`src/rtl/glitch_sweep.sv`:
```
// glitch_sweep: steps a glitch generator through a 2-D (width x delay) parameter grid.
// Delay is the inner loop and width the outer loop. Each grid point can be repeated.
// Each attempt can optionally wait for a rising edge on the target trigger.
//
// Ports
//   clk, rst          single clock; synchronous active-high reset
//   start, abort      start pulse (ignored while busy); abort returns to IDLE at once
//   delay_*/width_*   sweep ranges and steps, latched on start
//   repeats           attempts per point (0 behaves as 1)
//   mode_in           glitch mode used for every attempt
//   holdoff           extra idle cycles after each attempt completes
//   trig_en, trig     optional per-attempt trigger (trig already synchronous to clk)
//   g_ready           glitch generator ready
//   g_delay/g_width/g_mode, g_en   parameters and one-cycle fire request to the generator
//   busy, done        busy = not IDLE; done = one-cycle pulse at normal sweep end
//   attempt_cnt       g_en pulses since the last start (saturating)
module glitch_sweep #(
    parameter int unsigned CNT_W = 24
) (
    input  logic             clk,
    input  logic             rst,
    input  logic             start,
    input  logic             abort,
    input  logic [15:0]      delay_start,
    input  logic [15:0]      delay_end,
    input  logic [15:0]      delay_step,
    input  logic [7:0]       width_start,
    input  logic [7:0]       width_end,
    input  logic [7:0]       width_step,
    input  logic [7:0]       repeats,
    input  logic [7:0]       mode_in,
    input  logic [15:0]      holdoff,
    input  logic             trig_en,
    input  logic             trig,
    input  logic             g_ready,
    output logic [15:0]      g_delay,
    output logic [7:0]       g_width,
    output logic [7:0]       g_mode,
    output logic             g_en,
    output logic             busy,
    output logic             done,
    output logic [CNT_W-1:0] attempt_cnt
);

    localparam logic [2:0] IDLE     = 3'd0;
    localparam logic [2:0] ARM      = 3'd1;
    localparam logic [2:0] FIRE     = 3'd2;
    localparam logic [2:0] WAIT_RDY = 3'd3;
    localparam logic [2:0] HOLDOFF  = 3'd4;

    logic [2:0]  state;
    logic [15:0] cfg_d_start, cfg_d_end, cfg_d_step;
    logic [7:0]  cfg_w_start, cfg_w_end, cfg_w_step;
    logic [7:0]  cfg_repeats;
    logic [15:0] cfg_holdoff;
    logic        cfg_trig_en;
    logic [7:0]  rep_cnt;
    logic [15:0] hold_cnt;
    logic        trig_q;
    logic        wait_first;

    logic        trig_rise;
    logic [7:0]  rep_eff;
    logic        rep_more;
    logic [16:0] d_sum;
    logic [8:0]  w_sum;
    logic        d_wrap;
    logic        w_wrap;

    always_comb begin
        trig_rise = trig & ~trig_q;
        rep_eff   = (cfg_repeats == 8'd0) ? 8'd1 : cfg_repeats;
        rep_more  = ({1'b0, rep_cnt} + 9'd1) < {1'b0, rep_eff};
        d_sum     = {1'b0, g_delay} + {1'b0, cfg_d_step};
        w_sum     = {1'b0, g_width} + {1'b0, cfg_w_step};
        // A reversed range also wraps here: start + step always exceeds an end below start.
        d_wrap    = (cfg_d_step == 16'd0) || d_sum[16] || (d_sum[15:0] > cfg_d_end);
        w_wrap    = (cfg_w_step == 8'd0) || w_sum[8] || (w_sum[7:0] > cfg_w_end);
    end

    assign busy = (state != IDLE);

    always_ff @(posedge clk) begin
        if (rst) begin
            state       <= IDLE;
            g_delay     <= '0;
            g_width     <= '0;
            g_mode      <= '0;
            g_en        <= 1'b0;
            done        <= 1'b0;
            attempt_cnt <= '0;
            cfg_d_start <= '0;
            cfg_d_end   <= '0;
            cfg_d_step  <= '0;
            cfg_w_start <= '0;
            cfg_w_end   <= '0;
            cfg_w_step  <= '0;
            cfg_repeats <= '0;
            cfg_holdoff <= '0;
            cfg_trig_en <= 1'b0;
            rep_cnt     <= '0;
            hold_cnt    <= '0;
            trig_q      <= 1'b0;
            wait_first  <= 1'b0;
        end else begin
            trig_q <= trig;
            g_en   <= 1'b0;
            done   <= 1'b0;
            if (abort) begin
                state <= IDLE;
            end else begin
                case (state)
                    IDLE: begin
                        if (start) begin
                            cfg_d_start <= delay_start;
                            cfg_d_end   <= delay_end;
                            cfg_d_step  <= delay_step;
                            cfg_w_start <= width_start;
                            cfg_w_end   <= width_end;
                            cfg_w_step  <= width_step;
                            cfg_repeats <= repeats;
                            cfg_holdoff <= holdoff;
                            cfg_trig_en <= trig_en;
                            g_delay     <= delay_start;
                            g_width     <= width_start;
                            g_mode      <= mode_in;
                            attempt_cnt <= '0;
                            rep_cnt     <= '0;
                            state       <= ARM;
                        end
                    end
                    ARM: begin
                        // Edges arriving while the generator is not ready are simply lost.
                        if (g_ready && (!cfg_trig_en || trig_rise)) begin
                            g_en  <= 1'b1;
                            state <= FIRE;
                        end
                    end
                    FIRE: begin
                        if (attempt_cnt != {CNT_W{1'b1}}) begin
                            attempt_cnt <= attempt_cnt + CNT_W'(1);
                        end
                        wait_first <= 1'b1;
                        state      <= WAIT_RDY;
                    end
                    WAIT_RDY: begin
                        // g_ready may still show the pre-fire value in the first cycle.
                        if (wait_first) begin
                            wait_first <= 1'b0;
                        end else if (g_ready) begin
                            hold_cnt <= '0;
                            state    <= HOLDOFF;
                        end
                    end
                    HOLDOFF: begin
                        if (hold_cnt != cfg_holdoff) begin
                            hold_cnt <= hold_cnt + 16'd1;
                        end else if (rep_more) begin
                            rep_cnt <= rep_cnt + 8'd1;
                            state   <= ARM;
                        end else begin
                            rep_cnt <= '0;
                            if (!d_wrap) begin
                                g_delay <= d_sum[15:0];
                                state   <= ARM;
                            end else begin
                                g_delay <= cfg_d_start;
                                if (!w_wrap) begin
                                    g_width <= w_sum[7:0];
                                    state   <= ARM;
                                end else begin
                                    g_width <= cfg_w_start;
                                    done    <= 1'b1;
                                    state   <= IDLE;
                                end
                            end
                        end
                    end
                    default: state <= IDLE;
                endcase
            end
        end
    end

endmodule

```
`config.mk`:
```
export PLATFORM = sky130hd
export DESIGN_NAME = glitch_sweep
export DESIGN_NICKNAME = d
export VERILOG_FILES = /design/src/rtl/glitch_sweep.sv
export SDC_FILE = /design/constraint.sdc
export NUM_CORES = 1
export LEC_CHECK = 0
export BUFFER_PORTS_ARGS = -buffer_cell sky130_fd_sc_hd__buf_2
export CORE_MARGIN = 8
export CORE_UTILIZATION = 51
export DETAILED_ROUTE_END_ITERATION = 8
export HOLD_SLACK_MARGIN = 0.03
export MAX_ROUTING_LAYER = met4
export PLACE_DENSITY_LB_ADDON = 0.15
export SETUP_SLACK_MARGIN = 0.1
export SLEW_MARGIN = 20
export SYNTH_ARGS = -nofsm -noshare
export SYNTH_HDL_FRONTEND = slang
export SYNTH_SLANG_ARGS = --single-unit
```
`constraint.sdc`:
```
create_clock -name clk -period 3.77 [get_ports clk]
set_input_delay 0.377 -clock clk [delete_from_list [all_inputs] [get_ports clk]]
set_output_delay 0.377 -clock clk [all_outputs]
set_load 0.02 [all_outputs]
```
==> metrics.md <==
| Metric | Value |
|---|---|
| Total track usage | 0.223 |
| Core Util, Final | 0.652 |
| Status | complete, but fails checks |
| Post-route antenna net violation count | 0 |
| CTS buffer count | 17 |
| Period utilization | 1.09 |
| Distinct cells, synth | 75 |
| RSZ-0062 raised after global routing | true |
| Die H | 154 um |
| Power density over the cells | 393 mW/mm^2 |
| Slew Limit Fails | 0 |
| Drt first pass iters | 5 |
| Routability cong. | 0.951 |
| Synthesis Warnings | 0 |
| Largest net degree at the start of global routing | 67 |
| Worst Setup Start Kind | flip-flop |
| Final WS setup | -337 ps |
| Synth top area share | 0.382 |
| Worst min-delay path class | input port to flip-flop |
| WL/cell | 15.8 um |
| Met3 wire length | 1280 um |
| Hold Startpoint | mode_in[7] |
| Vias | 9069 |
| H-tree lvl count | 4 |
| Die span in x | 154 um |
| Skew-Pair Late Insertion Delay | 440 ps |
| Global-route wire length before repair | 42700 um |
| Met1 WL | 12200 um |
| Post-synth ARST share | 0 |
| CTS tree | done |
| Beginning of the critical path | g_delay[0] |
| CP endpoint kind | flip-flop |
| ANT cells | 0 |
| FILL cells | 1668 |
| Core area | 0.0186 sq mm |
| Initial DRC count | 491 |
| Hold Buf Count CTS | 0 |
| Clk root buf | clkbuf_16 |
| Share of cells above drive strength 1 | 0.261 |
| Leakage | 5.15 nW |
| Crit Path Class | flip-flop to flip-flop |
| Worst Skew | 10.5 ps |
| Worst Path Required | 4070 ps |
| Post-synth EDFFs | 0 |
| Met2 Routed Length | 12600 um |
| Final nets | 1590 |
| Slew headroom | 0.452 |
| Overall power | 0.00478 W |
| Synthesized area per cell | 8.10 sq um |
| Final Critical Period | 4110 ps |
| Reg-to-reg startpoint | g_delay[0] |
| Max Clk Rate | 244 MHz |
| Remaining DRCs | 0 |
| Final setup viols | 26 |
| Tightest Pin Transition | 819 ps |
| Cell count after synthesis | 1192 |
| Drt total wl | 26400 um |
| Synth Net Count | 1363 |
| # IOs | 170 |
| Die area | 0.0236 sq mm |
| Synthesis-to-finish area growth | 26.0% |
| Vias in the first global route | 8645 |
| Clk buf depth | 2 |
| Yosys reg bits | 184 |
| Dominant cell type by area after synthesis | dfxtp_1 |
| Multi-input combinational cell area | 0.00578 sq mm |
| Final Hold Viols | 0 |
| Sink Count | 184 |
| Final HPWL DP | 19200 um |
| Register area | 0.00371 sq mm |
| Worst Path Max Fanout | 8 |
| Row count | 50 |
| Initial antenna violation count | 0 |
| Failing checks | setup timing |
| Worst EP arrival | 4400 ps |
| Cell Area, Synth | 0.00965 sq mm |
| Worst hold slack | 169 ps |
| Seq/Total Area, Yosys | 0.382 |
| Initial Util | 0.518 |
| Top_reg_cell synth | dfxtp_1 |
| Port bufs | 169 |
| Total gr overflow | 0 |
| Via/cell ratio | 5.44 |
| Max-cap viol count | 0 |
| Reg clk slew, reported paths | 70 ps |
| Peak supply drop | 0.000342 V |
| DR top layer | met4 |
| Largest cells by area after synthesis | dfxtp_1 (38%), nand2_1 (9.5%), ha_1 (7.5%) |
-- metal layers --
layer	global-route usage	vias to the layer above
met5	-	-
met4	0.0695	0
met3	0.0409	29
met2	0.356	248
met1	0.283	4243
li1	-	4549
-- kinds of logic (layout without fill, tap and decap cells) --
family,count (synthesis),in the layout,share of synthesized area
AO/OA/AOI/OAI,256,256,0.164
XOR/XNOR,76,76,0.0697
buffers and inverters,114,354,0.0522
adder cells (fa/ha/maj),60,60,0.0793
flip-flops,184,184,0.382
AND/OR/NAND/NOR,484,484,0.233
multiplexers,18,18,0.0198
-- cells in the mapped netlist (4+ instances only) --
master / n
nand2_1: 245
dfxtp_1: 184
a21oi_1: 143
nor2_1: 75
ha_1: 58
xnor2_1: 57
inv_1: 55
clkbuf_1: 38
nand3_1: 32
o21ai_0: 30
nand4_1: 24
xor2_1: 18
nand3b_1: 14
nor3_1: 14
nor4_1: 12
a21o_1: 11
nand2b_1: 11
and2_1: 10
or3_1: 10
and3_1: 9
buf_2: 9
mux2i_1: 9
mux2_2: 8
buf_6: 7
nor2b_1: 7
o31ai_1: 7
a31oi_1: 6
a211oi_1: 5
a32o_1: 5
o211ai_1: 5
a21oi_2: 4
and2b_1: 4
and4_1: 4
o21a_1: 4
o21bai_1: 4
-- worst max-delay path, cell delays in order (launching register included) --
cell and delay, ps:
dfxtp_4 370, ha_4 140, inv_2 40, fa_2 350
inv_2 60, a21oi_2 60, o211a_4 260, o31ai_4 220
a21o_1 170, a21oi_2 70, xnor2_2 150, ha_1 340
a21oi_1 160, nand2_1 80, a21oi_2 170, a21oi_2 90
a2111oi_4 380, buf_4 200, buf_12 130, mux2_4 300
mux2i_1 150, o21ai_1 100
-- layout make-up --
class | instances | area share
clock buffers | 21 | 0.0379
clock inverters | 11 | 0.00751
inverters | 55 | 0.0170
multi-input cells | 894 | 0.475
flip-flops and latches | 184 | 0.305
well taps | 234 | 0.0241
repair buffers | 267 | 0.134
-- report_power, final --
group	switching, W	leakage, nW	internal [W]
clock	0.000813	0.268	0.000893
combinational	0.000549	3.37	0.000462
sequential	0.0000507	1.50	0.00201
-- flip-flops by register name (all words and copies together), names as in the netlist, 8 cells and up --
signal,flops
attempt_cnt,24
cfg_d_end,16
cfg_d_start,16
cfg_d_step,16
cfg_holdoff,16
g_delay,16
hold_cnt,16
cfg_repeats,8
cfg_w_end,8
cfg_w_start,8
cfg_w_step,8
g_mode,8
g_width,8
rep_cnt,8
-- through the flow --
step / TNS [ps] / std cells / area [sq um] / worst slack [ps]
global placement: -4810 / 1620 / 11300 / -247
detailed placement: -7580 / 1620 / 11300 / -411
CTS: -5680 / 1660 / 12000 / -298
floorplan: -1610 / 1192 / 9790 / -175
finish: -5370 / 1666 / 12200 / -337
global route: -9890 / 1666 / 12200 / -505
-- worst paths after layout --
path | endpoint | slack [ps] | depth (start not counted)
worst max register to register | g_delay[2] | -340 | 21
worst min register to register | g_mode[0] | 450 | 2
worst max-delay path | g_delay[2] | -340 | 21
worst min-delay path | g_mode[7] | 170 | 3
-- placed cells by master (no fill, tap or decap), types with 5 or more instances in the layout --
master	Yosys	layout
a21o_1	11	10
a21oi_1	143	134
a21oi_2	4	11
a32o_1	5	5
and2_1	10	9
and3_1	9	9
buf_2	9	168
buf_4	3	93
clkbuf_16	0	17
dfxtp_1	184	172
dfxtp_2	0	9
ha_1	58	53
ha_4	0	5
inv_1	55	53
mux2_4	0	7
mux2i_1	9	9
nand2_1	245	244
nand2b_1	11	11
nand3_1	32	30
nand3b_1	14	14
nand4_1	24	24
nor2_1	75	75
nor2b_1	7	7
nor3_1	14	13
nor4_1	12	10
o211ai_1	5	5
o21ai_0	30	24
o21ai_1	0	6
o31ai_1	7	5
or3_1	10	10
xnor2_1	57	55
xor2_1	18	18
-- timing repair --
action	4_1_cts	5_1_grt
resized for setup	13	27
setup endpoints to repair	26	26
setup buffers	8	7
pin swaps	14	32
No activity file was read; power rests on OpenSTA's default activity.
